`src/rtl/rv32i_fetch_unit.sv`:
```
// rv32i_fetch_unit: instruction fetch front end feeding RV32I decode.
// Holds the fetch PC, issues word reads over a valid/ready request channel,
// buffers in-order responses in a DEPTH-entry FIFO and presents {instr, pc}
// to decode. A redirect flushes the FIFO and drops responses still in flight.
// Optional build macro FETCH_PERF_EN adds perf_fetched / perf_dropped counters.
//
// Handshakes: a transfer happens on a rising edge where valid and ready are
// both high. Valid never depends on ready. imem_req_valid may drop without a
// transfer only when a redirect arrives (the request is abandoned on purpose).
module rv32i_fetch_unit #(
    parameter logic [31:0] RESET_PC = 32'h0000_0000,
    parameter int          DEPTH    = 4
) (
    input  logic        clk,
    input  logic        rst_n,
    output logic        imem_req_valid,
    input  logic        imem_req_ready,
    output logic [31:0] imem_req_addr,
    input  logic        imem_rsp_valid,
    input  logic [31:0] imem_rsp_data,
    input  logic        redirect_valid,
    input  logic [31:0] redirect_pc,
    output logic        instr_valid,
    input  logic        instr_ready,
    output logic [31:0] instr,
    output logic [31:0] instr_pc
`ifdef FETCH_PERF_EN
    ,
    output logic [31:0] perf_fetched,
    output logic [31:0] perf_dropped
`endif
);

    // DEPTH must be a power of two >= 2 so the FIFO pointers wrap naturally.
    localparam int                PTR_W      = $clog2(DEPTH);
    localparam int                CNT_W      = PTR_W + 1;
    localparam logic [CNT_W-1:0]  DEPTH_CNT  = CNT_W'(DEPTH);
    localparam logic [31:0]       RESET_ADDR = {RESET_PC[31:2], 2'b00};

    // RUN: fetching normally. DRAIN: waiting for stale responses after a redirect.
    typedef enum logic [0:0] {
        ST_RUN   = 1'b0,
        ST_DRAIN = 1'b1
    } state_t;

    state_t            state;
    logic [31:0]       fetch_pc;
    logic [31:0]       rsp_pc;
    logic [CNT_W-1:0]  outstanding;
    logic [CNT_W-1:0]  outstanding_next;
    logic [CNT_W-1:0]  count;
    logic [PTR_W-1:0]  wr_ptr;
    logic [PTR_W-1:0]  rd_ptr;
    logic [31:0]       instr_mem [DEPTH];
    logic [31:0]       pc_mem    [DEPTH];

    logic              credit_ok;
    logic              accept;
    logic              pop;
    logic              push;
    logic [31:0]       redirect_addr;
    logic              redirect_pc_unused;

    // Low address bits of a redirect target are meaningless for word fetch.
    assign redirect_addr      = {redirect_pc[31:2], 2'b00};
    assign redirect_pc_unused = ^redirect_pc[1:0];

    // Words in flight plus words buffered may never exceed the FIFO size,
    // which is what keeps the FIFO from overflowing without backpressure on memory.
    assign credit_ok        = (outstanding + count) < DEPTH_CNT;
    assign imem_req_valid   = rst_n & (state == ST_RUN) & ~redirect_valid & credit_ok;
    assign imem_req_addr    = fetch_pc;
    assign accept           = imem_req_valid & imem_req_ready;
    assign instr_valid      = (count != '0);
    assign pop              = instr_valid & instr_ready;
    assign push             = imem_rsp_valid & (state == ST_RUN) & ~redirect_valid;
    assign outstanding_next = outstanding + CNT_W'(accept) - CNT_W'(imem_rsp_valid);

    // Head of the FIFO; forced to zero when empty so outputs are clean in reset.
    assign instr    = instr_valid ? instr_mem[rd_ptr] : 32'd0;
    assign instr_pc = instr_valid ? pc_mem[rd_ptr]    : 32'd0;

    // Fetch state: leave RUN on a redirect with stale words in flight, return once they are gone.
    always_ff @(posedge clk or negedge rst_n) begin
        if (!rst_n) begin
            state <= ST_RUN;
        end else if (redirect_valid) begin
            state <= (outstanding_next != '0) ? ST_DRAIN : ST_RUN;
        end else if (state == ST_DRAIN && outstanding_next == '0) begin
            state <= ST_RUN;
        end
    end

    // Request PC and response PC; both jump to the redirect target together.
    always_ff @(posedge clk or negedge rst_n) begin
        if (!rst_n) begin
            fetch_pc <= RESET_ADDR;
            rsp_pc   <= RESET_ADDR;
        end else if (redirect_valid) begin
            fetch_pc <= redirect_addr;
            rsp_pc   <= redirect_addr;
        end else begin
            if (accept) fetch_pc <= fetch_pc + 32'd4;
            if (push)   rsp_pc   <= rsp_pc + 32'd4;
        end
    end

    // Count of accepted requests whose response has not yet arrived.
    always_ff @(posedge clk or negedge rst_n) begin
        if (!rst_n) begin
            outstanding <= '0;
        end else begin
            outstanding <= outstanding_next;
        end
    end

    // FIFO pointers and occupancy; a redirect empties the buffer.
    always_ff @(posedge clk or negedge rst_n) begin
        if (!rst_n) begin
            wr_ptr <= '0;
            rd_ptr <= '0;
            count  <= '0;
        end else if (redirect_valid) begin
            wr_ptr <= '0;
            rd_ptr <= '0;
            count  <= '0;
        end else begin
            if (push) wr_ptr <= wr_ptr + 1'b1;
            if (pop)  rd_ptr <= rd_ptr + 1'b1;
            case ({push, pop})
                2'b10:   count <= count + 1'b1;
                2'b01:   count <= count - 1'b1;
                default: count <= count;
            endcase
        end
    end

    // FIFO storage: data only, validity is tracked by count.
    always_ff @(posedge clk) begin
        if (push) begin
            instr_mem[wr_ptr] <= imem_rsp_data;
            pc_mem[wr_ptr]    <= rsp_pc;
        end
    end

    // A kept response into a full FIFO means the memory broke the in-order/credit contract.
    assert property (@(posedge clk) disable iff (!rst_n)
        !(push && count == DEPTH_CNT));

`ifdef FETCH_PERF_EN
    logic discard;
    assign discard = imem_rsp_valid & ~push;

    // Words handed to decode; unaffected by redirects.
    always_ff @(posedge clk or negedge rst_n) begin
        if (!rst_n) begin
            perf_fetched <= 32'd0;
        end else if (pop) begin
            perf_fetched <= perf_fetched + 32'd1;
        end
    end

    // Responses thrown away because a redirect made them stale.
    always_ff @(posedge clk or negedge rst_n) begin
        if (!rst_n) begin
            perf_dropped <= 32'd0;
        end else if (discard) begin
            perf_dropped <= perf_dropped + 32'd1;
        end
    end
`endif

endmodule

```
`config.mk`:
```
export PLATFORM = sky130hd
export DESIGN_NAME = rv32i_fetch_unit
export DESIGN_NICKNAME = d
export VERILOG_FILES = /design/src/rtl/rv32i_fetch_unit.sv
export SDC_FILE = /design/constraint.sdc
export NUM_CORES = 1
export LEC_CHECK = 0
export CELL_PAD_IN_SITES_DETAIL_PLACEMENT = 1
export CELL_PAD_IN_SITES_GLOBAL_PLACEMENT = 1
export CORE_ASPECT_RATIO = 0.8
export CORE_MARGIN = 2
export CORE_UTILIZATION = 50
export CTS_BUF_LIST = sky130_fd_sc_hd__clkbuf_4 sky130_fd_sc_hd__clkbuf_8 sky130_fd_sc_hd__clkbuf_16
export CTS_CLUSTER_SIZE = 10
export DETAILED_ROUTE_END_ITERATION = 12
export GPL_ROUTABILITY_DRIVEN = 0
export PLACE_DENSITY = 0.95
export REMOVE_ABC_BUFFERS = 1
export SETUP_SLACK_MARGIN = 0.2
export SYNTH_ARGS = -nofsm -noshare
export SYNTH_HDL_FRONTEND = slang
export SYNTH_SLANG_ARGS = --single-unit
```
`constraint.sdc`:
```
create_clock -name clk -period 6.61 [get_ports clk]
set_clock_uncertainty 0.05 [all_clocks]
set_input_delay 1.983 -clock clk [delete_from_list [all_inputs] [get_ports clk]]
set_output_delay 1.983 -clock clk [all_outputs]
set_load 0.1 [all_outputs]
```
==> reports/metrics.csv <==
metric,value,unit
DRC violations left,0,
Setup Viol. Count Final,0,
mean post-synth cell area,15.6,um2
adder-cell area share of the yosys netlist,1.14,%
via/cell ratio,6.02,
hold path startpoint,outstanding[2],
CTS Sinks,319,
die width,187,um
htree depth,2,
NumNets Final,1109,
post-route setup TNS,0,ns
row count,53,
Num CTS Buffers,38,
"Worst Path Class, Setup",reg2out,
multiplexer share of the synthesized area,10.6,%
clk_lat worst skew,0.53,ns
XOR/XNOR share of the synthesized area,2.47,%
Critical Path Fanout Max,34,
initial core utilization,51.1,%
final worst path period need,5.58,ns
cell accounting for the most synthesized area,edfxtp_1,
first-pass GRT wire length,55800,um
dominant combinational cell family by area after synthesis,multiplexers,
Peak VDD IR,0.000412,V
Leakage Power,5.63,nW
Pwr Density,471,mW/mm2
most frequent cell after synthesis,edfxtp_1,
yosys warns,0,
gr ovfl total,0,
final period utilization,84.5,%
synth cell count leaders,"edfxtp_1 (248), dfrtp_1 (71), nand2_1 (68), and2_1 (63), mux4_2 (62)",
deepest clock path buffer count,3,
HP Class,reg2reg,
hold buffer count at CTS,0,
complex-gate fraction of the synthesized area,4.46,%
slack of the worst reg-to-reg path,2.69,ns
die height,151,um
All-Layer GR Usage,26.2,%
DR vias,8520,
Max-Cap Viols,0,
drt pass-1 iters,5,
largest net degree at the start of global routing,67,
RSZ-0062 raised after global routing,false,
CP Launch Type,register,
root buf cell,clkbuf_16,
CTS tree,built,
Worst R2R Start,outstanding[1],
Detailed Route WL,36200,um
io pins,168,
synthesized cell area,0.0134,mm2
slew margin rel.,27.4,%
"FF+latch count, synth",319,
input/output buffers,161,
Worst-Margin Slew,1.09,ns
# fillers,2414,
Max Clk Rate,0.179,GHz
Max Slew Vio Count,0,
main area contributors after synthesis,"edfxtp_1 (55%), dfrtp_1 (13%), mux4_2 (10%)",
sequential fraction of the synthesis area,68.6,%
Cells after Synth,859,
post-route ant nets,0,
Synth Flop Type,edfxtp_1,
unique cell type count in the Yosys netlist,50,
"Reg clk slew, reported paths",0.06,ns
placed cells,1345,
share of cells above drive strength 1,14.9,%
Synth Area in Simple Gates,10.6,%
Iteration-0 DRC Markers,810,
Core ar.,0.0263,mm2
Place WS,1.40,ns
Final Power,7.85,mW
Post-synth EDFFs,248,
number of global-route vias before repair,9325,
post-CTS sizing,0,
drt wl/cell,25.6,um
area fraction of the dominant cell type after synthesis,55.4,%
final hold vios,0,
data arrival time of the worst path,3.55,ns
Die Area,0.0282,mm2
Async SR Flop Fraction,22.3,%
initial antenna violation count,1,
Setup WS post-layout,1.03,ns
DP HPWL,21600,um
crit path from,rd_ptr[0],
worst path required time,4.58,ns
post-CTS setup buffer count,0,
CP endpoint kind,output port,
area grow syn2layout,24.0,%
status,"complete, no violations",
"Cell Count, Final, Fillers Out",1415,
Util after Layout,63.3,%
## state kept, by name, summed over array words and instances (netlist names)
name	flops
count	3
pc_mem	120
imem_req_addr	30
rsp_pc	30
wr_ptr	2
state	1
instr_mem	128
rd_ptr	2
outstanding	3
## cell usage in the layout, fill, tap and decap left out, types with 4 or more instances in the layout
master,instances
edfxtp_1,248
clkdlybuf4s50_1,158
dfrtp_1,69
nand2_1,68
and2_1,63
mux4_2,62
o21ai_0,43
clkbuf_16,40
nand3_1,26
clkbuf_4,25
xnor2_1,22
inv_1,22
nor3_1,22
nor2_1,19
xor2_1,14
nand4_1,14
a21oi_1,13
and3_1,12
o211ai_1,12
o311ai_0,10
ha_1,9
or3_1,7
buf_4,7
nor4_1,6
or4_1,5
o31a_1,5
and3_4,4
and4_1,4
conb_1,4
## power breakdown
part	internal, mW	switching, mW	total, mW	leakage [nW]
clock network	1.26	0.813	2.07	0.637
registers	2.28	0.180	2.46	3.10
logic	0.877	2.44	3.32	1.89
## critical path, stage by stage, from the launching register on
cell and delay [ns]:
dfrtp_4 0.88, buf_12 0.36, mux4_2 0.58, and2_1 0.20, clkdlybuf4s50_1 0.97
## logic make-up (layout without fill, tap and decap cells)
family / after synthesis / after routing
buffers and inverters: 67 / 262
AO/OA/AOI/OAI: 96 / 96
AND/OR/NAND/NOR: 263 / 263
multiplexers: 65 / 65
other: 1 / 5
flip-flops: 319 / 319
XOR/XNOR: 37 / 37
adder cells (fa/ha/maj): 11 / 11
## path summary, 6_finish.rpt
check / endpoint / cells past startpoint
worst min-delay path: outstanding[2] / 1
worst min register to register: outstanding[2] / 1
max in group asynchronous: rd_ptr[0] / 2
worst max-delay path: instr_pc[19] / 4
worst max register to register: state / 13
min in group asynchronous: imem_req_addr[7] / 1
## stage by stage
stage | hold WS (ns) | cell area [um2]
CTS | 0.475 | 16700
global placement | 0.464 | 15400
floorplan | 0.428 | 13300
finish | 0.484 | 16700
detailed placement | 0.463 | 15400
global route | 0.508 | 16700
## area by class of cell
type	count	area [um2]	area share (%)
inverter	24	90.1	0.540
clock inverter	2	28.8	0.173
sequential	319	9230	55.4
clock buffer	67	1220	7.30
timing repair buffer	169	1680	10.1
multi-input combinational	476	3970	23.8
tap	357	447	2.68
antenna	1	2.50	0.0150
## per-layer routing
| metal | GRT usage (%) | up-vias | routed length (um) |
|---|---|---|---|
| met3 | 6.22 | 73 | 2760 |
| li1 | - | 3640 | - |
| met1 | 34.5 | 4422 | 14800 |
| met2 | 43.5 | 385 | 17800 |
| met5 | 0 | - | 0 |
| met4 | 8.73 | 0 | 835 |
No activity file was read; power rests on OpenSTA's default activity.
==> patch (same flow settings) <==
Change the parameter `DEPTH` from 4 to 8.
--- a/src/rtl/rv32i_fetch_unit.sv
+++ b/src/rtl/rv32i_fetch_unit.sv
@@ -11,3 +11,3 @@
     parameter logic [31:0] RESET_PC = 32'h0000_0000,
-    parameter int          DEPTH    = 4
+    parameter int          DEPTH    = 8
 ) (
Formal check against the unedited RTL: not equivalent (Yosys sat finds a counterexample within 10 cycles, from zero or initial values and one cycle with rst_n low).
==> patch against the original RTL <==
  * Routed wire length up 64%
  * Clock power up 63%
  * Highest routed layer unchanged
  * Critical path type unchanged
  * Design area up 65%
  * Non-clock buffer count up 17
  * Global-route usage down 0.68 points
  * Worst setup slack worse by 280 ps
  * Register-to-register slack better by 40 ps
  * Count of clock-buffer cells in the layout up 22
  * Total power up 61%
  * Sequential cell count up 252
  * Synthesized area up 72%
==> patch: results (changes against the original RTL) <==
metric;value;unit;change
worst hold path class;flip-flop to flip-flop;;unchanged
initial antenna violation count;1;;unchanged
CTS H-Tree Depth;3;;was 2
first-pass GRT wire length;90.4;mm;was 55.8 mm
Max transition margin;22.8;%;was 27.4%
CP max stage delay;1040;ps;was 970 ps
area share of xor/xnor cells in the synthesized design;1.82;%;was 2.47%
Yosys cell types;55;;was 50
worst skew pair latency;590;ps;was 530 ps
layout cells sized above 1;19.1;%;was 14.9%
share of flip-flops with an asynchronous set or reset;13.1;%;was 22.3%
drt first pass iters;5;;unchanged
complex-gate fraction of the synthesized area;2.86;%;was 4.46%
largest cells by area after synthesis;edfxtp_1 64%, mux4_2 12%, dfrtp_1 8.1%;;was edfxtp_1 55%, dfrtp_1 13%, mux4_2 10%
DRT iter0 DRCs;1125;;was 810
Worst path slowest cell;clkdlybuf4s50_1;;unchanged
multiplexer share of the synthesized area;15.5;%;was 10.6%
total CTS buffers;67;;was 38
post-DP HPWL;34.8;mm;was 21.6 mm
largest net degree at the start of global routing;77;;was 67
DP Area;25600;um2;was 15400 um2
Final ANT Viol Nets;0;;unchanged
Worst VDD drop;0.455;mV;was 0.412 mV
Seq/Total Area, Yosys;72.6;%;was 68.6%
Final nets;1533;;was 1109
Total GRT Usage;25.6;%;was 26.2%
Leak;8.79;nW;was 5.63 nW
Reg clk slew, reported paths;60;ps;about the same
post-CTS sizing;0;;unchanged
EDFF count, synth;496;;was 248
largest fanout on the critical path;37;;was 34
vias per cell;6.19;;was 6.02
status;complete, no violations;;unchanged
synth warn;0;;unchanged
post-synthesis adder-cell area fraction;0.823;%;was 1.14%
# Post-CTS Setup Buffers;0;;unchanged
Root Driver;clkbuf_16;;unchanged
Critical Path AT;3830;ps;was 3550 ps
commonest cells in the netlist;496 x edfxtp_1, 124 x mux4_2, 97 x nor2_1;;was 248 x edfxtp_1, 71 x dfrtp_1, 68 x nand2_1
IO Port Bufs;161;;unchanged
CTS max path bufs;3;;unchanged
vias in the first global route;14500;;was 9325
Crit path max-delay family;buffers and inverters;;unchanged
WL per Instance;28.5;um;was 25.6 um
pre-CTS worst setup slack;1270;ps;was 1400 ps
Top Registers;instr_mem (256), pc_mem (240);;was instr_mem (128), pc_mem (120)
-- patch: power by group --
| part | internal (W) | switching (W) | leakage (nW) |
|---|---|---|---|
| Sequential | 0.00404 | 0.000240 | 5.35 |
| Clock | 0.00201 | 0.00138 | 0.981 |
| Combinational | 0.00138 | 0.00357 | 2.46 |
-- patch: cell families after synthesis --
kind of cell             after synthesis
AO/OA/AOI/OAI                         92
XOR/XNOR                              48
adder cells (fa/ha/maj)               14
buffers and inverters                 81
flip-flops                           571
multiplexers                         201
other                                  1
AND/OR/NAND/NOR                      245
-- patch: worst reg2reg max path, stage by stage (launching register included) --
cell	delay (ps)
dfrtp_1	470
ha_1	330
a21oi_1	380
and4b_1	630
or2_2	270
inv_2	160
ha_1	310
inv_1	50
ha_1	170
inv_1	60
fa_1	480
inv_1	50
nor4_1	300
nor2_1	70
-- patch: per-stage QoR --
step | instances | TNS, ps | hold WS [ps]
after global routing | 2087 | 0 | 549
after floorplan | 1194 | -214990 | 450
after global placement | 1992 | 0 | 480
after detailed placement | 1992 | 0 | 515
final | 2087 | 0 | 517
after CTS | 2086 | 0 | 524
-- patch: final cells by class --
cell class | instances | area (um2)
well taps | 612 | 766
clock inverters | 5 | 61.3
diodes | 1 | 2.50
fillers | 3983 | 18100
flip-flops and latches | 571 | 16800
repair buffers | 186 | 1880
inverters | 19 | 71.3
clock buffers | 89 | 1910
multi-input cells | 604 | 6080
-- patch: path summary, 6_finish.rpt --
path | startpoint | to | slack (ps) | cells after the start
min in group asynchronous | rst_n | imem_req_addr[3]$_DFFE_PN0N_ | 1630 | 2
min reg2reg | outstanding[0]$_DFF_PN0_ | outstanding[0]$_DFF_PN0_ | 520 | 1
max reg2reg | count[2]$_DFFE_PN0P_ | state$_DFFE_PN0P_ | 2730 | 13
max in group asynchronous | rst_n | rd_ptr[2]$_DFFE_PN0P_ | 4080 | 2
max | rd_ptr[0]$_DFFE_PN0P_ | instr_pc[21] | 750 | 5
min | outstanding[0]$_DFF_PN0_ | outstanding[0]$_DFF_PN0_ | 520 | 1
-- patch: routing by layer --
| layer | share of wire (%) | GRT usage [%] | wire (um) |
|---|---|---|---|
| met5 | 0 | 0 | 0 |
| met3 | 6.8 | 4.99 | 4070 |
| met1 | 40 | 34.0 | 23800 |
| met2 | 51 | 43.7 | 30500 |
| met4 | 1.9 | 6.50 | 1110 |
